===== config.mk =====
export PLATFORM = sky130hd
export DESIGN_NAME = alu_multicycle_flat
export DESIGN_NICKNAME = d
export VERILOG_FILES = /design/src/rtl/alu_multicycle_if.sv /design/src/rtl/alu_multicycle.sv /design/src/flat_wrapper.sv
export SDC_FILE = /design/constraint.sdc
export NUM_CORES = 1
export LEC_CHECK = 0
export CAP_MARGIN = 20
export CORE_ASPECT_RATIO = 1.4
export CORE_MARGIN = 10
export CORE_UTILIZATION = 50
export DETAILED_ROUTE_END_ITERATION = 10
export HOLD_SLACK_MARGIN = 0.08
export PLACE_DENSITY_LB_ADDON = 0.08
export REMOVE_ABC_BUFFERS = 1
export SYNTH_ARGS = -nofsm -noshare
export SYNTH_HDL_FRONTEND = slang
export SYNTH_SLANG_ARGS = --single-unit

===== constraint.sdc =====
create_clock -name clk -period 6.3 [get_ports clk]
set_input_delay 0.63 -clock clk [delete_from_list [all_inputs] [get_ports clk]]
set_output_delay 0.63 -clock clk [all_outputs]
set_load 0.02 [all_outputs]

===== src/rtl/alu_multicycle_if.sv =====
// -----------------------------------------------------------------------------
// alu_multicycle_if
//   Handshake/bus bundle between the ID/EX operand latch (master) and the
//   execute-stage ALU (slave).
//
//   Input side  : in_valid/in_ready handshake carrying op, data1, data2, shamt.
//                 A transfer happens on a rising edge where both are high.
//   Output side : out_valid/out_ready handshake carrying result, result_hi,
//                 overflow, zero, illegal. The consumer takes the result on a
//                 rising edge where both are high.
//
//   Modports
//     master : the producer of operations and the consumer of results
//     slave  : the ALU
// -----------------------------------------------------------------------------
interface alu_multicycle_if #(
  parameter int WIDTH   = 32,
  parameter int SHAMT_W = 5
);
  // Operation side
  logic               in_valid;
  logic               in_ready;
  logic [3:0]         op;
  logic [WIDTH-1:0]   data1;
  logic [WIDTH-1:0]   data2;
  logic [SHAMT_W-1:0] shamt;

  // Result side
  logic               out_valid;
  logic               out_ready;
  logic [WIDTH-1:0]   result;
  logic [WIDTH-1:0]   result_hi;
  logic               overflow;
  logic               zero;
  logic               illegal;

  modport master (
    output in_valid, op, data1, data2, shamt, out_ready,
    input  in_ready, out_valid, result, result_hi, overflow, zero, illegal
  );

  modport slave (
    input  in_valid, op, data1, data2, shamt, out_ready,
    output in_ready, out_valid, result, result_hi, overflow, zero, illegal
  );
endinterface


===== src/rtl/alu_multicycle.sv =====
// -----------------------------------------------------------------------------
// alu_multicycle
//   Execute-stage ALU with valid/ready handshakes on both sides.
//
//   Single-cycle ops (ADD, SUB, AND, OR, SLL, SRL, SRA, SGT, SLT, NOR) and
//   illegal opcodes are computed combinationally from the bus inputs and
//   loaded into the result registers on the accepting edge, so the result is
//   visible right after that edge.
//
//   MULT/MULTU run a shift-add multiplier over the operand magnitudes, one
//   partial-product step per cycle. A signed product is formed by negating
//   the unsigned product when the operand signs differ. The product is loaded
//   WIDTH+1 edges after the accepting edge.
//
//   Ports
//     clk  : clock, all state on the rising edge
//     rst  : asynchronous, active-high reset
//     bus  : alu_multicycle_if.slave (operation and result handshakes)
//
//   Opcodes
//     0 ADD, 1 SUB, 2 AND, 3 OR, 4 SLL, 5 SRL, 6 SRA, 7 SGT, 8 SLT, 9 NOR,
//     10 MULT, 11 MULTU, 12..15 illegal (10/11 also illegal when MUL_EN=0)
// -----------------------------------------------------------------------------
module alu_multicycle #(
  parameter int WIDTH   = 32,
  parameter int SHAMT_W = 5,
  parameter int MUL_EN  = 1
) (
  input  logic               clk,
  input  logic               rst,
  alu_multicycle_if.slave    bus
);

  localparam int MSB = WIDTH - 1;

  localparam logic [3:0] OP_ADD   = 4'd0;
  localparam logic [3:0] OP_SUB   = 4'd1;
  localparam logic [3:0] OP_AND   = 4'd2;
  localparam logic [3:0] OP_OR    = 4'd3;
  localparam logic [3:0] OP_SLL   = 4'd4;
  localparam logic [3:0] OP_SRL   = 4'd5;
  localparam logic [3:0] OP_SRA   = 4'd6;
  localparam logic [3:0] OP_SGT   = 4'd7;
  localparam logic [3:0] OP_SLT   = 4'd8;
  localparam logic [3:0] OP_NOR   = 4'd9;
  localparam logic [3:0] OP_MULT  = 4'd10;
  localparam logic [3:0] OP_MULTU = 4'd11;

  // The counter runs 0..WIDTH: WIDTH steps, then one edge to load the product.
  localparam logic [SHAMT_W:0] CNT_LAST = (SHAMT_W + 1)'(WIDTH);

  typedef enum logic [1:0] {
    S_IDLE,   // empty, ready for any op
    S_MUL,    // multiplier iterating
    S_HOLD    // result registers valid, waiting for out_ready
  } state_e;

  // ---------------------------------------------------------------------------
  // State
  // ---------------------------------------------------------------------------
  state_e             state_q,     state_d;
  logic [SHAMT_W:0]   cnt_q,       cnt_d;
  logic [WIDTH-1:0]   mcand_q,     mcand_d;      // multiplicand magnitude
  logic [2*WIDTH-1:0] prod_q,      prod_d;       // {partial sum, multiplier}
  logic               neg_q,       neg_d;        // product must be negated
  logic               mul_zero_q,  mul_zero_d;   // zero flag of the pending MULT

  logic [WIDTH-1:0]   result_q,    result_d;
  logic [WIDTH-1:0]   result_hi_q, result_hi_d;
  logic               overflow_q,  overflow_d;
  logic               zero_q,      zero_d;
  logic               illegal_q,   illegal_d;

  // ---------------------------------------------------------------------------
  // Handshake
  // ---------------------------------------------------------------------------
  logic in_ready;
  logic accept;

  // In HOLD a new op may only enter on the same edge the old result retires.
  assign in_ready = (state_q == S_IDLE) || ((state_q == S_HOLD) && bus.out_ready);
  assign accept   = bus.in_valid && in_ready;

  // ---------------------------------------------------------------------------
  // Single-cycle datapath, evaluated from the bus inputs
  // ---------------------------------------------------------------------------
  logic [WIDTH-1:0] a;
  logic [WIDTH-1:0] b;
  logic [WIDTH-1:0] sum;
  logic [WIDTH-1:0] diff;
  logic [WIDTH-1:0] sc_result;
  logic             sc_overflow;
  logic             sc_illegal;
  logic             is_mul;

  assign a    = bus.data1;
  assign b    = bus.data2;
  assign sum  = a + b;
  assign diff = a - b;

  // NOTE: every signal written in an always_comb block gets a default on its
  // first lines, so no path through the case statements can leave it unassigned
  // and infer a latch.
  always_comb begin
    sc_result   = '0;
    sc_overflow = 1'b0;
    sc_illegal  = 1'b0;
    is_mul      = 1'b0;
    case (bus.op)
      OP_ADD: begin
        sc_result   = sum;
        sc_overflow = (a[MSB] == b[MSB]) && (sum[MSB] != a[MSB]);
      end
      OP_SUB: begin
        sc_result   = diff;
        sc_overflow = (a[MSB] != b[MSB]) && (diff[MSB] != a[MSB]);
      end
      OP_AND:  sc_result = a & b;
      OP_OR:   sc_result = a | b;
      OP_NOR:  sc_result = ~(a | b);
      OP_SLL:  sc_result = a << bus.shamt;
      OP_SRL:  sc_result = a >> bus.shamt;
      OP_SRA:  sc_result = $signed(a) >>> bus.shamt;
      OP_SGT:  sc_result = {{(WIDTH-1){1'b0}}, ($signed(a) > $signed(b))};
      OP_SLT:  sc_result = {{(WIDTH-1){1'b0}}, ($signed(a) < $signed(b))};
      OP_MULT, OP_MULTU: begin
        if (MUL_EN != 0) is_mul = 1'b1;
        else             sc_illegal = 1'b1;
      end
      default: sc_illegal = 1'b1;
    endcase
  end

  // ---------------------------------------------------------------------------
  // Multiplier datapath
  // ---------------------------------------------------------------------------
  logic             mul_signed;
  logic [WIDTH-1:0] a_mag;
  logic [WIDTH-1:0] b_mag;
  logic [WIDTH:0]   partial;
  logic [2*WIDTH-1:0] prod_step;
  logic [2*WIDTH-1:0] prod_final;

  // Magnitudes of the operands. The most negative value maps onto itself,
  // which is its correct unsigned magnitude.
  assign mul_signed = (bus.op == OP_MULT);
  assign a_mag      = (mul_signed && a[MSB]) ? -a : a;
  assign b_mag      = (mul_signed && b[MSB]) ? -b : b;

  // Add the multiplicand into the upper half when the current multiplier bit
  // is set, then shift the whole register right. The extra carry bit of
  // `partial` becomes the new MSB, so nothing is lost.
  assign partial    = {1'b0, prod_q[2*WIDTH-1:WIDTH]}
                    + (prod_q[0] ? {1'b0, mcand_q} : {(WIDTH+1){1'b0}});
  assign prod_step  = {partial, prod_q[WIDTH-1:1]};
  assign prod_final = neg_q ? -prod_q : prod_q;

  // ---------------------------------------------------------------------------
  // Next-state logic
  // ---------------------------------------------------------------------------
  always_comb begin
    state_d     = state_q;
    cnt_d       = cnt_q;
    mcand_d     = mcand_q;
    prod_d      = prod_q;
    neg_d       = neg_q;
    mul_zero_d  = mul_zero_q;
    result_d    = result_q;
    result_hi_d = result_hi_q;
    overflow_d  = overflow_q;
    zero_d      = zero_q;
    illegal_d   = illegal_q;

    case (state_q)
      S_IDLE: ;  // waits for an accept, handled below
      S_MUL: begin
        if (cnt_q == CNT_LAST) begin
          result_d    = prod_final[WIDTH-1:0];
          result_hi_d = prod_final[2*WIDTH-1:WIDTH];
          overflow_d  = 1'b0;
          zero_d      = mul_zero_q;
          illegal_d   = 1'b0;
          state_d     = S_HOLD;
        end else begin
          prod_d = prod_step;
          cnt_d  = cnt_q + 1'b1;
        end
      end
      S_HOLD: begin
        if (bus.out_ready) state_d = S_IDLE;
      end
      default: state_d = S_IDLE;
    endcase

    // An accept overrides the plain transitions above: it can only happen in
    // IDLE, or in HOLD on the edge the old result retires.
    if (accept) begin
      if (is_mul) begin
        mcand_d    = a_mag;
        prod_d     = {{WIDTH{1'b0}}, b_mag};
        neg_d      = mul_signed && (a[MSB] ^ b[MSB]);
        mul_zero_d = (a == b);
        cnt_d      = '0;
        state_d    = S_MUL;
      end else begin
        result_d    = sc_result;
        result_hi_d = '0;
        overflow_d  = sc_overflow;
        zero_d      = (a == b);
        illegal_d   = sc_illegal;
        state_d     = S_HOLD;
      end
    end
  end

  // ---------------------------------------------------------------------------
  // Registers
  // ---------------------------------------------------------------------------
  // NOTE: sequential state is updated with non-blocking assignments only, so
  // every flop samples the values from before the edge regardless of the
  // order in which the simulator evaluates the blocks.
  always_ff @(posedge clk or posedge rst) begin
    if (rst) begin
      state_q     <= S_IDLE;
      cnt_q       <= '0;
      mcand_q     <= '0;
      prod_q      <= '0;
      neg_q       <= 1'b0;
      mul_zero_q  <= 1'b0;
      result_q    <= '0;
      result_hi_q <= '0;
      overflow_q  <= 1'b0;
      zero_q      <= 1'b0;
      illegal_q   <= 1'b0;
    end else begin
      state_q     <= state_d;
      cnt_q       <= cnt_d;
      mcand_q     <= mcand_d;
      prod_q      <= prod_d;
      neg_q       <= neg_d;
      mul_zero_q  <= mul_zero_d;
      result_q    <= result_d;
      result_hi_q <= result_hi_d;
      overflow_q  <= overflow_d;
      zero_q      <= zero_d;
      illegal_q   <= illegal_d;
    end
  end

  // ---------------------------------------------------------------------------
  // Outputs
  // ---------------------------------------------------------------------------
  assign bus.in_ready  = in_ready;
  assign bus.out_valid = (state_q == S_HOLD);
  assign bus.result    = result_q;
  assign bus.result_hi = result_hi_q;
  assign bus.overflow  = overflow_q;
  assign bus.zero      = zero_q;
  assign bus.illegal   = illegal_q;

endmodule


===== src/flat_wrapper.sv =====
// flat-port wrapper written by rule: the top's interface ports become plain ports
module alu_multicycle_flat 
#(
  parameter int WIDTH   = 32,
  parameter int SHAMT_W = 5,
  parameter int MUL_EN  = 1
)
  (clk, rst, bus_in_valid, bus_op, bus_data1, bus_data2, bus_shamt, bus_out_ready, bus_in_ready, bus_out_valid, bus_result, bus_result_hi, bus_overflow, bus_zero, bus_illegal);
  alu_multicycle_if #(.WIDTH(WIDTH), .SHAMT_W(SHAMT_W)) bus_i ();
  input  logic clk;
  input  logic rst;
  input wire logic [$bits(bus_i.in_valid)-1:0] bus_in_valid;
  input wire logic [$bits(bus_i.op)-1:0] bus_op;
  input wire logic [$bits(bus_i.data1)-1:0] bus_data1;
  input wire logic [$bits(bus_i.data2)-1:0] bus_data2;
  input wire logic [$bits(bus_i.shamt)-1:0] bus_shamt;
  input wire logic [$bits(bus_i.out_ready)-1:0] bus_out_ready;
  output wire logic [$bits(bus_i.in_ready)-1:0] bus_in_ready;
  output wire logic [$bits(bus_i.out_valid)-1:0] bus_out_valid;
  output wire logic [$bits(bus_i.result)-1:0] bus_result;
  output wire logic [$bits(bus_i.result_hi)-1:0] bus_result_hi;
  output wire logic [$bits(bus_i.overflow)-1:0] bus_overflow;
  output wire logic [$bits(bus_i.zero)-1:0] bus_zero;
  output wire logic [$bits(bus_i.illegal)-1:0] bus_illegal;
  assign bus_i.in_valid = bus_in_valid;
  assign bus_i.op = bus_op;
  assign bus_i.data1 = bus_data1;
  assign bus_i.data2 = bus_data2;
  assign bus_i.shamt = bus_shamt;
  assign bus_i.out_ready = bus_out_ready;
  assign bus_in_ready = bus_i.in_ready;
  assign bus_out_valid = bus_i.out_valid;
  assign bus_result = bus_i.result;
  assign bus_result_hi = bus_i.result_hi;
  assign bus_overflow = bus_i.overflow;
  assign bus_zero = bus_i.zero;
  assign bus_illegal = bus_i.illegal;
  alu_multicycle #(.WIDTH(WIDTH), .SHAMT_W(SHAMT_W), .MUL_EN(MUL_EN)) u_core (.clk(clk), .rst(rst), .bus(bus_i));
endmodule

### After elaboration in Yosys (flattened, before gate mapping)

Cells that the tools add are included.

| storage, ports and cells | value |
|---|---|
| bits in read-only memories | 0 |
| memory bits (writable) | 0 |
| memories kept | 0 |
| bits in latches | 0 |
| register bits | 173 |
| output and inout bits | 69 |

| cells by class | value |
|---|---|
| eq/ne operators | 22 |
| order comparisons | 2 |
| add/sub/neg operators | 7 |
| reductions and logical operators | 14 |
| div/mod/pow operators | 0 |
| bitwise gates (word level) | 4 |
| shift-type cells | 3 |
| multiplexer cells | 41 |
| multiply operators | 0 |

Operators with widths:

| kind | count |
|---|---|
| $mux 32 | 11 |
| $mux 64 | 5 |
| $pmux 32 s10 | 1 |
| $neg 32->32 | 2 |
| $neg 64->64 | 1 |
| $add 32x33->33 | 1 |
| $add 32x32->32 | 1 |
| $and 32x32->32 | 1 |
| $eq 32x32->1 | 1 |
| $gt 32x32->1 | 1 |
| $lt 32x32->1 | 1 |
| $not 32->32 | 1 |
| $or 32x32->32 | 1 |
| $shl 32x5->32 | 1 |
| $shr 32x5->32 | 1 |
| $sshr 32x5->32 | 1 |
| $sub 32x32->32 | 1 |
| $mux 6 | 4 |
| $eq 4x3->1 const B | 4 |
| $eq 4x4->1 const B | 4 |
| $mux 1 | 14 |
| $reduce_or 12->1 | 1 |
| $eq 4x2->1 const B | 2 |
| $mux 2 | 4 |
| 20 further kinds | 28 |

### Depth between registers and ports, before layout

Gate-level depths: netlist of the first run.

| logic depth | value |
|---|---|
| depth in word-level cells | 6 |
| depth in mapped cells | 14 |
| mapped depth without buffers | 13 |

### Worst setup path after synthesis of the first run

Ideal clock, no wire load.

| timing | value |
|---|---|
| path type | input port to flip-flop |
| from | input bus_data1[13] |
| to | register u_core.result_q[24], in the netlist u_core.bus.result[24] |
| path buffers | 2 |
| data arrival time | 3.449 ns |
| required time | 6.162 ns |
| setup time | 0.138 ns |
| cell stages on the path | 12 |
| setup slack | 2.712 ns |
| cell sequence | clkbuf_1 inv_1 ha_1 buf_2 or3_4 or4_1 o21a_1 o31ai_4 a21boi_0 a221o_1 a21oi_1 o22ai_1 |

| between the ends | value |
|---|---|
| longest elaborated chain between the ends | 4 |
| elaborated cells between the ends (all ways) | 8 |

RTL lines:

| item | line | text |
|---|---|---|
| start, declared | flat_wrapper.sv:14 | `input wire logic [$bits(bus_i.data1)-1:0] bus_data1;` |
| $sub 32x32->32 (tied with other cells) | alu_multicycle.sv:99 | `assign diff = a - b;` |
| $pmux 32 s10 (*) | alu_multicycle.sv:109 | `case (bus.op)` |
| $mux 32 (*) | alu_multicycle.sv:198 | `if (is_mul) begin` |
| $mux 32 (*) | alu_multicycle.sv:197 | `if (accept) begin` |
| named net u_core.result_d[24] | alu_multicycle.sv:68 | `logic [WIDTH-1:0] result_q, result_d;` |
| end signal, assigned | alu_multicycle.sv:242 | `result_q <= result_d;` |
| end, declared | alu_multicycle.sv:68 |  |

The timed path passes the listed nets; every way through them passes the cells marked *.
A chain may end at the register's enable or synchronous reset.

### Worst setup path after layout of the first run

| timing | value |
|---|---|
| from | input bus_data2[1] |
| to | register u_core.result_q[15], in the netlist u_core.bus.result[15] |

| between the ends | value |
|---|---|
| longest elaborated chain between the ends | 4 |
| elaborated cells between the ends (all ways) | 5 |

RTL lines:

| item | line | text |
|---|---|---|
| start, declared | flat_wrapper.sv:15 | `input wire logic [$bits(bus_i.data2)-1:0] bus_data2;` |
| $sub 32x32->32 or $add 32x32->32 (tied branches) | alu_multicycle.sv:99, alu_multicycle.sv:98 |  |
| $pmux 32 s10 (*) | alu_multicycle.sv:109 |  |
| $mux 32 (*) | alu_multicycle.sv:198 |  |
| $mux 32 (*) | alu_multicycle.sv:197 |  |
| named net u_core.result_d[15] | alu_multicycle.sv:68 |  |

Marked as above.

==> impl_results.md, run 1 <==
- Antenna fix cells: 0
- Post-synthesis sequential area ratio: 0.2120
- Syn. warnings: 0
- Leading register cell type out of synthesis: dfrtp_1
- TNS Setup: 0 ns
- Sink Count: 173
- GRT overflow: 0
- Asr flop ratio synth: 1.000
- Syn Inst Count: 2735
- # setup viols final: 0
- Post-synth top area share: 0.2120
- Die X: 190.8 um
- Crit end category: flip-flop
- Routed wl met2: 43510 um
- Largest net degree at the start of global routing: 174
- Outcome: finished clean
- Final instance area: 22740 um^2
- Row cnt: 87
- Clock latency on the worst-skew pair: 0.45 ns
- Area contributors post-synth: dfrtp_1 21%, ha_1 8.1%, nand2_1 6.3%
- P_leak: 9.406 nW
- Pwr Total: 6.048 mW
- Detail Route Antenna Nets: 0
- Worst Tran Pin Value: 1.194 ns
- Dpl cell area: 22130 um^2
- EDFF count, synth: 0
- Global-route wire length before repair: 133900 um
- Post-synthesis register bit count: 173
- Htree depth: 4
- Final net count: 2958
- Non-filler cells, final: 3292
- Initial Util: 0.5056
- DRT iter0 DRCs: 2278
- Routed wire length on met3: 7648 um
- Routability congestion estimate: 1.055
- PD cells: 265.9 nW/um^2
- Uppermost layer routed: met5
- Avg Vias per Cell: 6.730
- Worst slew margin: 0.1979
- Tmin final: 4.471 ns
- WL met1: 32600 um
- Clock skew after layout: 0.01243 ns
- Hold buffers post-CTS: 0
- Required time worst endpoint: 6.58 ns
- Synth Cell Area: 20420 um^2
- Fmax: 0.2237 GHz
- RSZ-0062 raised after global routing: false
- Worst-path fanout max: 7
- DR WL/cell: 27.46 um
- I/O pin count: 146
- HP Class: reg -> reg
- Core footprint: 40390 um^2
- Root Buffer: clkbuf_16
- Mean area per synthesized cell: 7.466 um^2
- Buffer count from post-CTS setup fixing: 0
- Port Buffers: 145
- Crit path DAT: 4.75 ns
- Total Routing Usage GR: 0.3530
- Max rail drop VDD: 226.3 uV
- Hold Vio Cnt, Final: 0
- Layout cells sized above 1: 0.06381
- Max cap viols: 0
- DIE AREA: 49440 um^2
- Via count: 22160
- Die Y: 259.1 um
- Clock-pin slew on the worst setup and hold paths: 0.07 ns
- Worst setup path class: in -> reg
- CTS tree: yes
- Vias in the first global route: 21480
- Fillers: 3839
- Dpl cells: 3259
- Final wirelength: 90410 um
- Final core occ: 0.5632
- Post-CTS sizing: 0
- Synth cell types: 87
- DR DRC count: 0
- Longest Clk Path Bufs: 2
- Initial antenna violation count: 1
- Initial DRT Pass Iterations: 9
- Yosys top cell by area: dfrtp_1
- Max-slew violation count: 0
- Cts bufs inserted: 17
- Final Cycle Share: 0.7096
- Dpl hpwl: 69260 um
- Area delta synth->final: 11.38%
- Startpoint Class: input port
## cell families after synthesis
family / count (synthesis) / share of synthesized area
buf+inv: 314 / 0.05950
xor+xnor: 153 / 0.06563
simple gates: 943 / 0.2124
flops: 173 / 0.2120
mux: 122 / 0.08339
compound gates: 894 / 0.2827
fa+ha+maj: 136 / 0.08444
## metrics by stage
step                setup slack [ns]  hold slack [ns]
finish                         1.829           0.4724
global route                   1.566           0.4983
CTS                            2.002           0.4786
detailed placement             1.542           0.4625
global placement               1.285           0.4530
floorplan                    -0.6503           0.4424
## layer usage
layer / vias to the layer above / track usage
li1: 9994 / -
met1: 10580 / 0.4059
met4: 2 / 0.2317
met3: 310 / 0.05968
met5: - / 0
met2: 1273 / 0.5917
## registers in the layout (all words and copies together), names as in the netlist
register / cells
u_core.neg_q: 1
u_core.bus.result: 32
u_core.prod_q: 64
u_core.cnt_q: 6
u_core.bus.overflow: 1
u_core.bus.result_hi: 32
u_core.mcand_q: 32
u_core.mul_zero_q: 1
u_core.state_q: 2
u_core.bus.illegal: 1
u_core.bus.zero: 1
## final cells by class
type / count / area (um^2) / area share
clock buffers: 18 / 439.2 / 0.01931
inverters: 118 / 447.9 / 0.01969
clock inverters: 14 / 168.9 / 0.007427
repair buffers: 187 / 1759 / 0.07735
multi-input cells: 2248 / 14930 / 0.6565
well taps: 534 / 668.1 / 0.02938
flip-flops and latches: 173 / 4330 / 0.1904
## critical path, stage by stage
cell and delay (ns):
clkdlybuf4s50_1 0.71, inv_1 0.25, ha_1 0.27, or2_2 0.29
o221ai_1 0.41, nand3_1 0.20, a41oi_1 0.76, o21ai_0 0.16
a21oi_1 0.26, o211ai_1 0.11, a221oi_1 0.55, o22ai_1 0.15
## cell usage after synthesis (all sizes together) (21+ instances only)
library cell	number
a221oi	36
o211ai	33
nor4	28
nor3	54
dfrtp	173
xor2	57
a21oi	233
a211oi	61
a21o	35
o22ai	33
inv	117
o31ai	38
mux2i	70
mux4	37
clkbuf	161
ha	133
nand2	343
nand3	41
or3	29
xnor2	96
buf	35
nand2b	21
o21ai	214
and2	41
nor2	278
a31oi	45
nor2b	24
## final timing paths
path                       depth (start not counted)  slack (ns)                     to                from
setup / recovery                                  12        1.83  u_core.bus.result[15]        bus_data2[1]
hold / removal                                     2        0.47     u_core.mcand_q[17]  u_core.mcand_q[17]
setup reg to reg                                  11        2.01      u_core.prod_q[62]    u_core.prod_q[0]
hold reg to reg                                    2        0.47     u_core.mcand_q[17]  u_core.mcand_q[17]
max in group asynchronous                          3        4.69      u_core.prod_q[15]                 rst
min in group asynchronous                          3        0.69      u_core.prod_q[36]                 rst
## layout by cell type (no fill, tap or decap), types with 17 or more instances in the layout
| cell | synthesis | layout |
|---|---|---|
| nand2_1 | 343 | 341 |
| nor2_1 | 278 | 278 |
| a21oi_1 | 233 | 233 |
| o21ai_0 | 207 | 207 |
| dfrtp_1 | 173 | 172 |
| clkdlybuf4s50_1 | 0 | 141 |
| ha_1 | 133 | 133 |
| inv_1 | 117 | 116 |
| xnor2_1 | 96 | 96 |
| mux2i_1 | 70 | 70 |
| a211oi_1 | 61 | 61 |
| xor2_1 | 57 | 57 |
| nor3_1 | 52 | 48 |
| a31oi_1 | 45 | 45 |
| nand3_1 | 41 | 41 |
| and2_1 | 41 | 41 |
| buf_4 | 3 | 41 |
| o31ai_1 | 37 | 37 |
| mux4_2 | 37 | 37 |
| a221oi_1 | 36 | 36 |
| a21o_1 | 35 | 35 |
| o211ai_1 | 33 | 33 |
| o22ai_1 | 33 | 33 |
| or3_1 | 28 | 28 |
| nor4_1 | 25 | 24 |
| nor2b_1 | 24 | 23 |
| nand2b_1 | 21 | 20 |
| o221ai_1 | 20 | 20 |
| o41ai_1 | 17 | 17 |
| nand4_1 | 17 | 17 |
| o21bai_1 | 17 | 17 |
| clkbuf_16 | 0 | 17 |
## power breakdown
group          internal, mW  switching, mW
Clock                 0.579          0.519
Combinational          1.21           1.78
Sequential             1.43          0.520
No activity file was read; power rests on OpenSTA's default activity.
==> run 2: changes to the inputs <==
==> constraint.sdc (replaced) <==
create_clock -name clk -period 4.5 [get_ports clk]
set_input_delay 0.45 -clock clk [delete_from_list [all_inputs] [get_ports clk]]
set_output_delay 0.45 -clock clk [all_outputs]
set_load 0.02 [all_outputs]
==> run 2 against run 1 <==
Against the previous run: sequential share of layout area fell by 0.74 points; final cell count rose by 3.4%; worst setup slack got worse by 1.3 ns; clock-buffer cell count rose by 1; wire length rose by 6.6%; worst hold slack got worse by 0.00061 ns; via count rose by 4.2%; register-to-register slack got worse by 1.5 ns; global-route usage rose by 2.2 points; power rose by 45%; critical path depth fell by 1; non-clock buffer count rose by 113; critical endpoint is now u_core.prod_q[52]; largest cell class unchanged; highest routed layer is now met4.
==> impl_results.md, run 2 (synthesized netlist as in run 1, its figures left out) <==
- Antenna fix cells: 0
- CTS tree: yes
- Non-filler cells, final: 3405
- Worst setup path class: reg -> reg
- Root Buffer: clkbuf_16
- Worst Tran Pin Value: 0.9969 ns
- Initial antenna violation count: 1
- Longest Clk Path Bufs: 2
- I/O pin count: 146
- Hold Vio Cnt, Final: 0
- Final core occ: 0.5859
- Initial Util: 0.5056
- Final net count: 3071
- HP Class: reg -> reg
- Die Y: 259.1 um
- Reg with most FFs: u_core.prod_q
- Crit end category: flip-flop
- Core footprint: 40390 um^2
- Register area: 4330 um^2
- Dpl hpwl: 76490 um
- Port Buffers: 145
- Total Routing Usage GR: 0.3754
- Detail Route Antenna Nets: 0
- Hold buffers post-CTS: 0
- Via count: 23080
- Commonest non-fill, non-tap cell in the layout: nand2_1
- Clock skew after layout: 0.01350 ns
- DRT iter0 DRCs: 2702
- Pwr Total: 8.760 mW
- Vias in the first global route: 22290
- Multi-input logic area: 14930 um^2
- Max-slew violation count: 0
- Clock latency on the worst-skew pair: 0.45 ns
- Row cnt: 87
- P_leak: 9.968 nW
- DR DRC count: 0
- PD cells: 370.2 nW/um^2
- Tmin final: 3.963 ns
- Cts bufs inserted: 17
- Buffer count from post-CTS setup fixing: 0
- Crit path DAT: 4.28 ns
- Outcome: finished clean
- Fmax: 0.2523 GHz
- Avg Vias per Cell: 6.779
- Startpoint Class: flip-flop
- Routability congestion estimate: 1.096
- Max cap viols: 0
- Worst slack at placement: 0.4143 ns
- Post-CTS sizing: 0
- Dpl cells: 3373
- Commonest non-fill, non-tap cells in the layout: 341 x nand2_1, 278 x nor2_1, 233 x a21oi_1
- GRT overflow: 0
- # setup viols final: 0
- Worst-path fanout max: 21
- Global-route wire length before repair: 141000 um
- Final Cycle Share: 0.8807
- Sink Count: 173
- Clock-pin slew on the worst setup and hold paths: 0.07 ns
- Die X: 190.8 um
- Worst slew margin: 0.3303
- RSZ-0062 raised after global routing: false
- Max reg flops: 64
- DIE AREA: 49440 um^2
- Required time worst endpoint: 4.81 ns
- Largest net degree at the start of global routing: 93
- Final wirelength: 96420 um
- Area delta synth->final: 15.88%
- Htree depth: 4
- DR WL/cell: 28.32 um
- Initial DRT Pass Iterations: 7
- Layout cells sized above 1: 0.1003
- Fillers: 3716
- Max rail drop VDD: 244.1 uV
- Setup ws final: 0.5370 ns
-- run 2: per-layer routing --
layer / track usage / vias up / part of all wire
met3: 0.06707 / 358 / 0.089
met4: 0.2692 / 0 / 0.082
li1: - / 10230 / -
met5: 0 / - / 0
met1: 0.4242 / 11090 / 0.35
met2: 0.6254 / 1410 / 0.48
-- run 2: worst paths after layout --
path / start / to / slack [ns] / depth (start not counted)
worst max-delay path: u_core.prod_q[0] / u_core.prod_q[52] / 0.54 / 11
worst min-delay path: u_core.mcand_q[19] / u_core.mcand_q[19] / 0.47 / 2
worst max register to register: u_core.prod_q[0] / u_core.prod_q[52] / 0.54 / 11
worst min register to register: u_core.mcand_q[19] / u_core.mcand_q[19] / 0.47 / 2
max in group asynchronous: rst / u_core.prod_q[55] / 3.00 / 3
min in group asynchronous: rst / u_core.prod_q[34] / 0.54 / 2
-- run 2: power breakdown --
| group | internal, mW | switching (mW) |
|---|---|---|
| clock network | 0.903 | 0.690 |
| registers | 2.01 | 0.719 |
| logic | 1.80 | 2.64 |
| total | 4.71 | 4.05 |
-- run 2: stage by stage --
stage / setup TNS [ns] / instance area [um^2] / hold slack, ns
5_1_grt: 0 / 23660 / 0.4836
6_report: 0 / 23660 / 0.4718
4_1_cts: 0 / 23660 / 0.4770
2_1_floorplan: -214.97 / 19650 / 0.4424
3_3_place_gp: 0 / 23040 / 0.4540
3_5_place_dp: 0 / 23040 / 0.4626
-- run 2: area by class of cell --
class                   count  area share
clock buffers              19     0.01872
repair buffers            300      0.1125
clock inverters            13    0.007614
flip-flops and latches    173      0.1830
inverters                 118     0.01893
multi-input cells        2248      0.6310
well taps                 534     0.02824
-- run 2: worst max-delay path: stages (launching register included) --
cell and delay [ns]:
dfrtp_1 0.69, and2_1 0.26, ha_1 0.26, a211oi_1 0.31, o211ai_1 0.20, a32oi_1 0.69, o211ai_1 0.32, a211o_1 0.40
a21o_1 0.19, a21oi_1 0.20, xor2_1 0.19, o21ai_0 0.11
